**src/rtl/mbtrain_rx_cal_rx.sv**
```systemverilog
`default_nettype none
// ============================================================================
//  Module   : mbtrain_rx_cal_rx
//  Purpose  : Responder side of the MBTRAIN RX-clock calibration substep.
//             Answers the initiator's start request (0001) with a start
//             response (0010) once the local receiver calibration engine
//             has finished or its cycle cap is reached. It then answers the
//             end request (0011) with an end response (0100).
//  Ports    : clk, rst                  - clock, synchronous active-high reset
//             i_en                      - substep enable (level)
//             i_decoded_sideband_message/i_sideband_valid - received message
//             i_busy_negedge_detected   - sideband TX finished a transfer
//             i_valid_rx                - initiator valid on the shared TX mux
//             i_cal_done                - calibration engine finished
//             o_sideband_message/o_valid_tx - message pending on the TX mux
//             o_cal_en                  - calibration engine enable
//             o_test_ack / o_timeout    - substep completed / timed out
//  Options  : RX_CAL_TIMEOUT_EN - enables the substep timeout counter
//  Revision : 1.0 - initial release
// ============================================================================
module mbtrain_rx_cal_rx #(
    parameter int CAL_MAX_CYCLES = 64,
    parameter int TIMEOUT_CYCLES = 4096
) (
    input  logic       clk,
    input  logic       rst,
    input  logic       i_en,
    input  logic [3:0] i_decoded_sideband_message,
    input  logic       i_sideband_valid,
    input  logic       i_busy_negedge_detected,
    input  logic       i_valid_rx,
    input  logic       i_cal_done,
    output logic [3:0] o_sideband_message,
    output logic       o_valid_tx,
    output logic       o_cal_en,
    output logic       o_test_ack,
    output logic       o_timeout
);

    localparam logic [3:0] c_START_REQ  = 4'b0001;
    localparam logic [3:0] c_START_RESP = 4'b0010;
    localparam logic [3:0] c_END_REQ    = 4'b0011;
    localparam logic [3:0] c_END_RESP   = 4'b0100;

    localparam int                 c_CAL_W    = (CAL_MAX_CYCLES > 1) ? $clog2(CAL_MAX_CYCLES) : 1;
    localparam logic [c_CAL_W-1:0] c_CAL_LAST = c_CAL_W'(CAL_MAX_CYCLES - 1);

    typedef enum logic [2:0] {
        S_IDLE            = 3'd0,
        S_WAIT_START_REQ  = 3'd1,
        S_CAL             = 3'd2,
        S_SEND_START_RESP = 3'd3,
        S_WAIT_END_REQ    = 3'd4,
        S_SEND_END_RESP   = 3'd5,
        S_DONE            = 3'd6,
        S_TIMEOUT         = 3'd7
    } state_t;

    state_t             r_state, w_state_nxt;
    logic [3:0]         r_msg, w_msg_nxt;
    logic               r_valid, w_valid_nxt;
    logic               r_cal_en, w_cal_en_nxt;
    logic               r_ack, w_ack_nxt;
    logic               r_pend, w_pend_nxt;
    logic [c_CAL_W-1:0] r_cal_cnt, w_cal_cnt_nxt;

    logic w_clear;
    logic w_start_req;
    logic w_end_req;

`ifdef RX_CAL_TIMEOUT_EN
    localparam int                c_TO_W    = (TIMEOUT_CYCLES > 1) ? $clog2(TIMEOUT_CYCLES) : 1;
    localparam logic [c_TO_W-1:0] c_TO_LAST = c_TO_W'(TIMEOUT_CYCLES - 1);

    logic [c_TO_W-1:0] r_to_cnt, w_to_cnt_nxt;
    logic              r_timeout, w_timeout_nxt;
`else
    // Timeout length is meaningless in this build; kept as a parameter so
    // instantiations are identical in both builds.
    logic w_unused_timeout_cfg;
    assign w_unused_timeout_cfg = (TIMEOUT_CYCLES > 0);
`endif

    // A pending TX message is released only when the sideband TX finished
    // our transfer, i.e. the initiator did not own the mux at that negedge.
    assign w_clear     = i_busy_negedge_detected && !i_valid_rx;
    assign w_start_req = i_sideband_valid && (i_decoded_sideband_message == c_START_REQ);
    assign w_end_req   = i_sideband_valid && (i_decoded_sideband_message == c_END_REQ);

    always_comb begin
        w_state_nxt   = r_state;
        w_msg_nxt     = r_msg;
        w_valid_nxt   = r_valid;
        w_cal_en_nxt  = r_cal_en;
        w_ack_nxt     = r_ack;
        w_pend_nxt    = r_pend;
        w_cal_cnt_nxt = r_cal_cnt;
`ifdef RX_CAL_TIMEOUT_EN
        w_to_cnt_nxt  = r_to_cnt;
        w_timeout_nxt = r_timeout;
`endif

        case (r_state)
            S_IDLE: begin
                if (i_en) begin
                    w_state_nxt = S_WAIT_START_REQ;
                end
            end
            S_WAIT_START_REQ: begin
                if (w_start_req) begin
                    w_state_nxt   = S_CAL;
                    w_cal_en_nxt  = 1'b1;
                    w_cal_cnt_nxt = '0;
                end
            end
            S_CAL: begin
                // An end request can overtake our start response; remember it.
                if (w_end_req) begin
                    w_pend_nxt = 1'b1;
                end
                if (i_cal_done || (r_cal_cnt == c_CAL_LAST)) begin
                    w_state_nxt = S_SEND_START_RESP;
                    w_msg_nxt   = c_START_RESP;
                    w_valid_nxt = 1'b1;
                end else if (r_cal_cnt != '1) begin
                    w_cal_cnt_nxt = r_cal_cnt + 1'b1;
                end
            end
            S_SEND_START_RESP: begin
                if (w_end_req) begin
                    w_pend_nxt = 1'b1;
                end
                if (w_clear) begin
                    w_state_nxt = S_WAIT_END_REQ;
                    w_valid_nxt = 1'b0;
                end
            end
            S_WAIT_END_REQ: begin
                if (r_pend || w_end_req) begin
                    w_state_nxt  = S_SEND_END_RESP;
                    w_cal_en_nxt = 1'b0;
                    w_msg_nxt    = c_END_RESP;
                    w_valid_nxt  = 1'b1;
                    w_pend_nxt   = 1'b0;
                end
            end
            S_SEND_END_RESP: begin
                if (w_clear) begin
                    w_state_nxt = S_DONE;
                    w_ack_nxt   = 1'b1;
                    w_msg_nxt   = 4'b0000;
                    w_valid_nxt = 1'b0;
                end
            end
            S_DONE: begin
                w_ack_nxt = 1'b1;
            end
            S_TIMEOUT: begin
                // Held until the enable drops (handled by the abort path).
            end
            default: begin
                w_state_nxt = S_IDLE;
            end
        endcase

`ifdef RX_CAL_TIMEOUT_EN
        // Timeout counts the whole active substep and overrides its progress.
        if ((r_state != S_IDLE) && (r_state != S_DONE) && (r_state != S_TIMEOUT)) begin
            if (r_to_cnt == c_TO_LAST) begin
                w_state_nxt   = S_TIMEOUT;
                w_timeout_nxt = 1'b1;
                w_cal_en_nxt  = 1'b0;
                w_valid_nxt   = 1'b0;
                w_msg_nxt     = 4'b0000;
                w_pend_nxt    = 1'b0;
            end else if (r_to_cnt != '1) begin
                w_to_cnt_nxt = r_to_cnt + 1'b1;
            end
        end
`endif

        // Dropping the enable abandons the substep from any state.
        if ((r_state != S_IDLE) && !i_en) begin
            w_state_nxt   = S_IDLE;
            w_msg_nxt     = 4'b0000;
            w_valid_nxt   = 1'b0;
            w_cal_en_nxt  = 1'b0;
            w_ack_nxt     = 1'b0;
            w_pend_nxt    = 1'b0;
            w_cal_cnt_nxt = '0;
`ifdef RX_CAL_TIMEOUT_EN
            w_to_cnt_nxt  = '0;
            w_timeout_nxt = 1'b0;
`endif
        end
    end

    always_ff @(posedge clk) begin
        if (rst) begin
            r_state   <= S_IDLE;
            r_msg     <= 4'b0000;
            r_valid   <= 1'b0;
            r_cal_en  <= 1'b0;
            r_ack     <= 1'b0;
            r_pend    <= 1'b0;
            r_cal_cnt <= '0;
`ifdef RX_CAL_TIMEOUT_EN
            r_to_cnt  <= '0;
            r_timeout <= 1'b0;
`endif
        end else begin
            r_state   <= w_state_nxt;
            r_msg     <= w_msg_nxt;
            r_valid   <= w_valid_nxt;
            r_cal_en  <= w_cal_en_nxt;
            r_ack     <= w_ack_nxt;
            r_pend    <= w_pend_nxt;
            r_cal_cnt <= w_cal_cnt_nxt;
`ifdef RX_CAL_TIMEOUT_EN
            r_to_cnt  <= w_to_cnt_nxt;
            r_timeout <= w_timeout_nxt;
`endif
        end
    end

    assign o_sideband_message = r_msg;
    assign o_valid_tx         = r_valid;
    assign o_cal_en           = r_cal_en;
    assign o_test_ack         = r_ack;
`ifdef RX_CAL_TIMEOUT_EN
    assign o_timeout          = r_timeout;
`else
    assign o_timeout          = 1'b0;
`endif

endmodule
`default_nettype wire

```
**config.mk**
```make
export PLATFORM = sky130hd
export DESIGN_NAME = mbtrain_rx_cal_rx
export DESIGN_NICKNAME = d
export VERILOG_FILES = /design/src/rtl/mbtrain_rx_cal_rx.sv
export SDC_FILE = /design/constraint.sdc
export NUM_CORES = 1
export LEC_CHECK = 0
export CAP_MARGIN = 20
export CORE_ASPECT_RATIO = 1.2
export CORE_MARGIN = 2
export CORE_UTILIZATION = 50
export DETAILED_ROUTE_END_ITERATION = 6
export PLACE_DENSITY = 0.87
export RECOVER_POWER = 25
export REMOVE_ABC_BUFFERS = 1
export SYNTH_ARGS = -nofsm -noshare
export SYNTH_HDL_FRONTEND = slang
export SYNTH_SLANG_ARGS = --single-unit
```
**constraint.sdc**
```tcl
create_clock -name clk -period 5 [get_ports clk]
set_input_delay 0.75 -clock clk [delete_from_list [all_inputs] [get_ports clk]]
set_output_delay 0.75 -clock clk [all_outputs]
set_load 0.05 [all_outputs]
```
Word level (Yosys, flattened, before mapping)

Cells that the tools add are included.

Reduce and logical (&&, ||, !) cells: 27
Order comparisons: 0
Mux-type cells: 26
Equality and inequality tests: 20
Multiply operators: 0
Div/mod/pow operators: 0
Shifts and indexed selects: 0
Bitwise operators: 0
Add/sub/neg operators: 1

Operators with widths:

| kind                                                            | number |
|---|---|
| 3-bit two-way mux                                               | 6 |
| 6-bit two-way mux                                               | 3 |
| 3-bit one-hot mux with 6 select lines                           | 1 |
| 2-bit inequality test, second input constant                    | 8 |
| 4-bit two-way mux                                               | 3 |
| 4-bit one-hot mux with 3 select lines                           | 1 |
| 6-bit one-hot mux with 2 select lines                           | 1 |
| 4-bit AND reduction                                             | 3 |
| 3-bit == test, second input constant                            | 3 |
| 3-bit nonzero test                                              | 3 |
| 2-bit nonzero test                                              | 4 |
| 1-bit two-way mux                                               | 7 |
| 7-bit AND reduction                                             | 1 |
| 6-bit by 1-bit adder with 6-bit output, second input constant   | 1 |
| 3-bit by 2-bit == test with 1-bit output, second input constant | 2 |
| 6-bit == test, second input constant                            | 1 |
| 6-bit inequality test, second input constant                    | 1 |
| 1-bit one-hot mux with 2 select lines                           | 3 |
| 3-bit AND reduction                                             | 2 |
| 6-bit nonzero test                                              | 1 |
| 2-bit OR reduction                                              | 3 |
| 4-bit by 1-bit == test with 1-bit output, second input constant | 1 |
| 4-bit by 2-bit == test with 1-bit output, second input constant | 1 |
| 1-bit logical AND                                               | 4 |
| 7 further kinds                                                 | 10 |

Latch bits: 0
Logic and storage cells: 81
Memories: 0
Bits of input ports: 11
Bits in writable memories: 0
Register bits: 17
Output and inout bits: 8
Memory bits (read-only): 0

Depth between registers and ports, before layout

Depth in word-level cells: 5
Mapped depth: 7
Gate-level depth less buffers: 6

Worst setup path before layout

Ideal clock, no wire load.

Kind: input -> register
Start point: input i_valid_rx
End point: register r_state[0]
Setup time: 0.121 ns
Required time: 4.879 ns
Buffers on the path: 0
Arrival: 1.886 ns
Cell stages on the path: 5
Path slack: 2.992 ns
Path through: and3b_1 a2111o_1 a21oi_1 nor3_1 a2bb2o_1

Longest elaborated chain between the ends: 4
Elaborated cells on any way between the ends: 5
Classes of those cells: 2 x eq/ne; 3 x reduce/logical

RTL lines:

| item                              | RTL line | source |
|---|---|---|
| start, declared                   | 31       | `input logic i_valid_rx,` |
| 1-bit zero test (*)               | 86       | `assign w_clear = i_busy_negedge_detected && !i_valid_rx;` |
| 1-bit logical AND (*)             | 86       |  |
| 2-bit inequality test (no line)   | --       |  |
| 7-bit AND reduction (no line) (*) | --       |  |
| end signal, assigned              | 212      | `r_state <= w_state_nxt;` |
| end, declared                     | 59       | `state_t r_state, w_state_nxt;` |

Mark *: on every way between the ends. The rest lies on a longest branch, timed or not.
A chain may end at the register's enable or synchronous reset.

Worst setup path in the final report

Start point: input i_en
End point: register r_state[0]

Longest elaborated chain between the ends: 3
Elaborated cells on any way between the ends: 5
Classes of those cells: 1 x eq/ne; 4 x reduce/logical

RTL lines:

| item                                                                        | RTL line | source |
|---|---|---|
| start, declared                                                             | 27       | `input logic i_en,` |
| parallel branches: the longest is 3 deep, another holds 7-bit AND reduction | --       |  |

Parallel ways; which one is timed is not known.

==> impl_metrics.xml <==
<?xml version="1.0" encoding="UTF-8"?>
<metrics>
  <group name="global_routing">
    <metric name="first_global_vias" unit="">884</metric>
    <metric name="grt_antenna_before_repair" unit="">0</metric>
    <metric name="groute.usage.overall" unit="%">20.7</metric>
    <metric name="grt_first_pass_wirelength" unit="mm">3.65</metric>
    <metric name="grt_start_max_net_pins" unit="">17</metric>
    <metric name="grt-ovfl-total" unit="">0</metric>
  </group>
  <group name="finish">
    <metric name="nNetsFinal" unit="">161</metric>
    <metric name="commonest_cells_after_routing_fill_and_taps_aside" unit="">sky130_fd_sc_hd__dfxtp_1 (15), sky130_fd_sc_hd__clkdlybuf4s50_1 (14), sky130_fd_sc_hd__a21oi_1 (12), sky130_fd_sc_hd__nor2_1 (12), sky130_fd_sc_hd__nand2_1 (9)</metric>
    <metric name="post_layout_utilization_of_the_core" unit="%">62.4</metric>
    <metric name="mostFrequentLayoutCell" unit="">sky130_fd_sc_hd__dfxtp_1</metric>
    <metric name="share_of_layout_cells_above_drive_strength_1" unit="%">5.52</metric>
    <metric name="area.growth.synth_to_final" unit="%">15.9</metric>
    <metric name="fillerInstances" unit="">175</metric>
    <metric name="n_antenna_cell" unit="">0</metric>
  </group>
  <group name="outcome">
    <metric name="status" unit="">completed</metric>
  </group>
  <group name="power">
    <metric name="totalPowerFinal" unit="µW">499</metric>
    <metric name="power_leakage" unit="µW">0.000430</metric>
    <metric name="worst_ir_drop_vdd" unit="µV">289</metric>
    <metric name="power.density_cell_area" unit="nW/µm²">427</metric>
  </group>
  <group name="clocking">
    <metric name="cts_htree_levels" unit="">1</metric>
    <metric name="postCtsSetupBuffers" unit="">0</metric>
    <metric name="cts_hold_buffers" unit="">0</metric>
    <metric name="cts_num_sinks" unit="">15</metric>
    <metric name="cts_resized" unit="">0</metric>
    <metric name="tritoncts" unit="">yes</metric>
    <metric name="clk_path_buf_depth" unit="">2</metric>
    <metric name="ctsRootBufferMaster" unit="">sky130_fd_sc_hd__clkbuf_4</metric>
    <metric name="clk_pin_slew_worst_paths" unit="ns">0.09</metric>
    <metric name="cts-buffers-inserted" unit="">3</metric>
    <metric name="worst_skew_pair_latency" unit="ns">0.28</metric>
  </group>
  <group name="sta">
    <metric name="finalSetupTns" unit="ns">0</metric>
    <metric name="relSlewSlack" unit="%">62.2</metric>
    <metric name="worst_path_setup_slack_after_routing" unit="ns">2.68</metric>
    <metric name="fin_worst_skew" unit="ns">0.00290</metric>
    <metric name="count_of_endpoints_failing_setup_in_the_final_report" unit="">0</metric>
    <metric name="hold_viol" unit="">0</metric>
    <metric name="final_period_minus_worst_setup_slack" unit="ns">2.32</metric>
    <metric name="post-route-period-util" unit="%">46.5</metric>
    <metric name="hold_ws" unit="ns">0.479</metric>
    <metric name="max_clock_freq" unit="MHz">430</metric>
    <metric name="tightestPinTransition" unit="ns">0.566</metric>
    <metric name="final-max-slew-violation-count" unit="">0</metric>
    <metric name="rsz0062_at_grt" unit="">false</metric>
  </group>
  <group name="drt">
    <metric name="drt_first_iter_violations" unit="">26</metric>
    <metric name="via_per_inst" unit="">6.08</metric>
    <metric name="route.final.wire_length" unit="mm">2.23</metric>
    <metric name="antenna_violating_nets_post_route" unit="">0</metric>
    <metric name="drt-pass1-iter-count" unit="">4</metric>
    <metric name="via_total_after_detailed_routing" unit="">997</metric>
    <metric name="drc_violations_left" unit="">0</metric>
    <metric name="wl_per_cell" unit="µm">13.6</metric>
  </group>
  <group name="floorplan">
    <metric name="die_h" unit="µm">53.2</metric>
    <metric name="std_cell_rows" unit="">17</metric>
    <metric name="fp.dieArea" unit="µm²">2390</metric>
    <metric name="core" unit="µm²">1870</metric>
    <metric name="initial_core_util" unit="%">53.9</metric>
    <metric name="design.portCount" unit="">19</metric>
    <metric name="die_width" unit="µm">45.0</metric>
  </group>
  <group name="place">
    <metric name="detailed_place_hpwl" unit="mm">1.67</metric>
    <metric name="pre_cts_slack" unit="ns">2.41</metric>
    <metric name="gp_congestion" unit="">0.834</metric>
    <metric name="placement.io_buffers" unit="">15</metric>
  </group>
  <group name="critical_path">
    <metric name="crit_path_max_fanout" unit="">9</metric>
    <metric name="worst-r2r-setup-slack" unit="ns">2.96</metric>
    <metric name="crit_path_start_kind" unit="">primary input</metric>
    <metric name="critPathRequiredTime" unit="ns">5.18</metric>
    <metric name="worst_setup_path_type" unit="">in2reg</metric>
    <metric name="critical_path.endpoint_type" unit="">register</metric>
    <metric name="worst_ep_arrival_time" unit="ns">2.50</metric>
  </group>
  <group name="yosys">
    <metric name="syn_avg_cell_area" unit="µm²">7.76</metric>
    <metric name="ys_seq_elements" unit="">15</metric>
    <metric name="number_of_synthesized_flops_with_an_enable_pin" unit="">0</metric>
    <metric name="yosys_most_used_dff" unit="">sky130_fd_sc_hd__dfxtp_1</metric>
    <metric name="synth-warning-count" unit="">0</metric>
    <metric name="async_flop_share" unit="%">0</metric>
    <metric name="yosysSeqAreaShare" unit="%">29.8</metric>
    <metric name="post_synthesis_cell_type_count" unit="">42</metric>
    <metric name="synth.cell_area" unit="µm²">1010</metric>
    <metric name="post_syn_instances" unit="">130</metric>
  </group>
  <group name="flow_run">
    <metric name="maxCapViolCount" unit="">0</metric>
  </group>
  <group name="min_path">
    <metric name="worst_hold_path_type" unit="">reg2reg</metric>
  </group>
</metrics>
[synthesized netlist by cell type (2+ instances only)]
library cell / n / area share [%]
sky130_fd_sc_hd__a31oi_1: 7 / 4.3
sky130_fd_sc_hd__o22ai_1: 2 / 1.2
sky130_fd_sc_hd__nor3_1: 7 / 3.5
sky130_fd_sc_hd__buf_4: 4 / 3.0
sky130_fd_sc_hd__o21ai_0: 7 / 3.5
sky130_fd_sc_hd__or3_1: 2 / 1.2
sky130_fd_sc_hd__nand2b_1: 3 / 1.9
sky130_fd_sc_hd__a211oi_1: 4 / 3.0
sky130_fd_sc_hd__a311oi_1: 2 / 1.7
sky130_fd_sc_hd__inv_1: 7 / 2.6
sky130_fd_sc_hd__nand3b_1: 2 / 1.5
sky130_fd_sc_hd__nand2_1: 9 / 3.3
sky130_fd_sc_hd__and3_1: 2 / 1.2
sky130_fd_sc_hd__ha_1: 4 / 5.0
sky130_fd_sc_hd__dfxtp_1: 15 / 30
sky130_fd_sc_hd__nand3_1: 3 / 1.5
sky130_fd_sc_hd__or3b_1: 2 / 1.7
sky130_fd_sc_hd__buf_2: 2 / 0.99
sky130_fd_sc_hd__a21oi_1: 12 / 6.0
sky130_fd_sc_hd__nor2_1: 12 / 4.5
[worst paths after layout]
path | start | end | depth (start not counted)
setup reg to reg | r_state[1] | r_state[0] | 5
setup / recovery | i_en | r_state[0] | 5
hold / removal | r_pend | r_pend | 2
hold reg to reg | r_pend | r_pend | 2
[power by group]
| part | internal, µW | total, µW | switching [µW] |
|---|---|---|---|
| sequential | 135 | 174 | 38.9 |
| clock | 31.0 | 68.8 | 37.8 |
| combinational | 100 | 256 | 155 |
| total | 267 | 499 | 232 |
[stage by stage]
stage / instances / instance area (µm²)
3_3_place_gp: 159 / 1140
2_1_floorplan: 125 / 965
4_1_cts: 163 / 1160
3_5_place_dp: 159 / 1140
6_report: 164 / 1170
5_1_grt: 164 / 1170
[layer usage]
metal | track usage (%) | part of all wire, % | vias up
li1 | - | - | 502
met1 | 25.5 | 44 | 470
met2 | 34.8 | 51 | 21
met3 | 3.07 | 3.4 | 4
met4 | 8.82 | 1.3 | 0
met5 | 0 | 0 | -
[sequential cells by signal, indices dropped and copies added (netlist names)]
| name | flops |
|---|---|
| r_cal_cnt | 6 |
| r_state | 3 |
| o_sideband_message | 2 |
| o_cal_en | 1 |
| o_test_ack | 1 |
| o_valid_tx | 1 |
| r_pend | 1 |
[logic make-up (layout without fill, tap and decap cells)]
logic type / after synthesis / count (layout) / synth area share, %
simple gates: 51 / 51 / 27.8
compound gates: 43 / 43 / 27.5
flops: 15 / 15 / 29.8
buf+inv: 14 / 27 / 7.69
fa+ha+maj: 4 / 4 / 4.96
other cells: 1 / 3 / 0.372
xor+xnor: 1 / 1 / 0.869
mux: 1 / 1 / 0.993
[critical path, stage by stage]
cell,delay [ns]
sky130_fd_sc_hd__dlygate4sd3_1,0.56
sky130_fd_sc_hd__o21bai_1,0.48
sky130_fd_sc_hd__clkbuf_1,0.39
sky130_fd_sc_hd__a211oi_1,0.07
sky130_fd_sc_hd__a2bb2o_1,0.25
[area by class of cell]
class	instances	area [µm²]	share of cell area [%]
multi-input combinational	103	638	54.6
sequential	15	300	25.7
timing repair buffer	16	154	13.2
clock buffer	4	26.3	2.25
inverter	7	26.3	2.25
tap	19	23.8	2.03
Power figures use the tool's default switching activity.
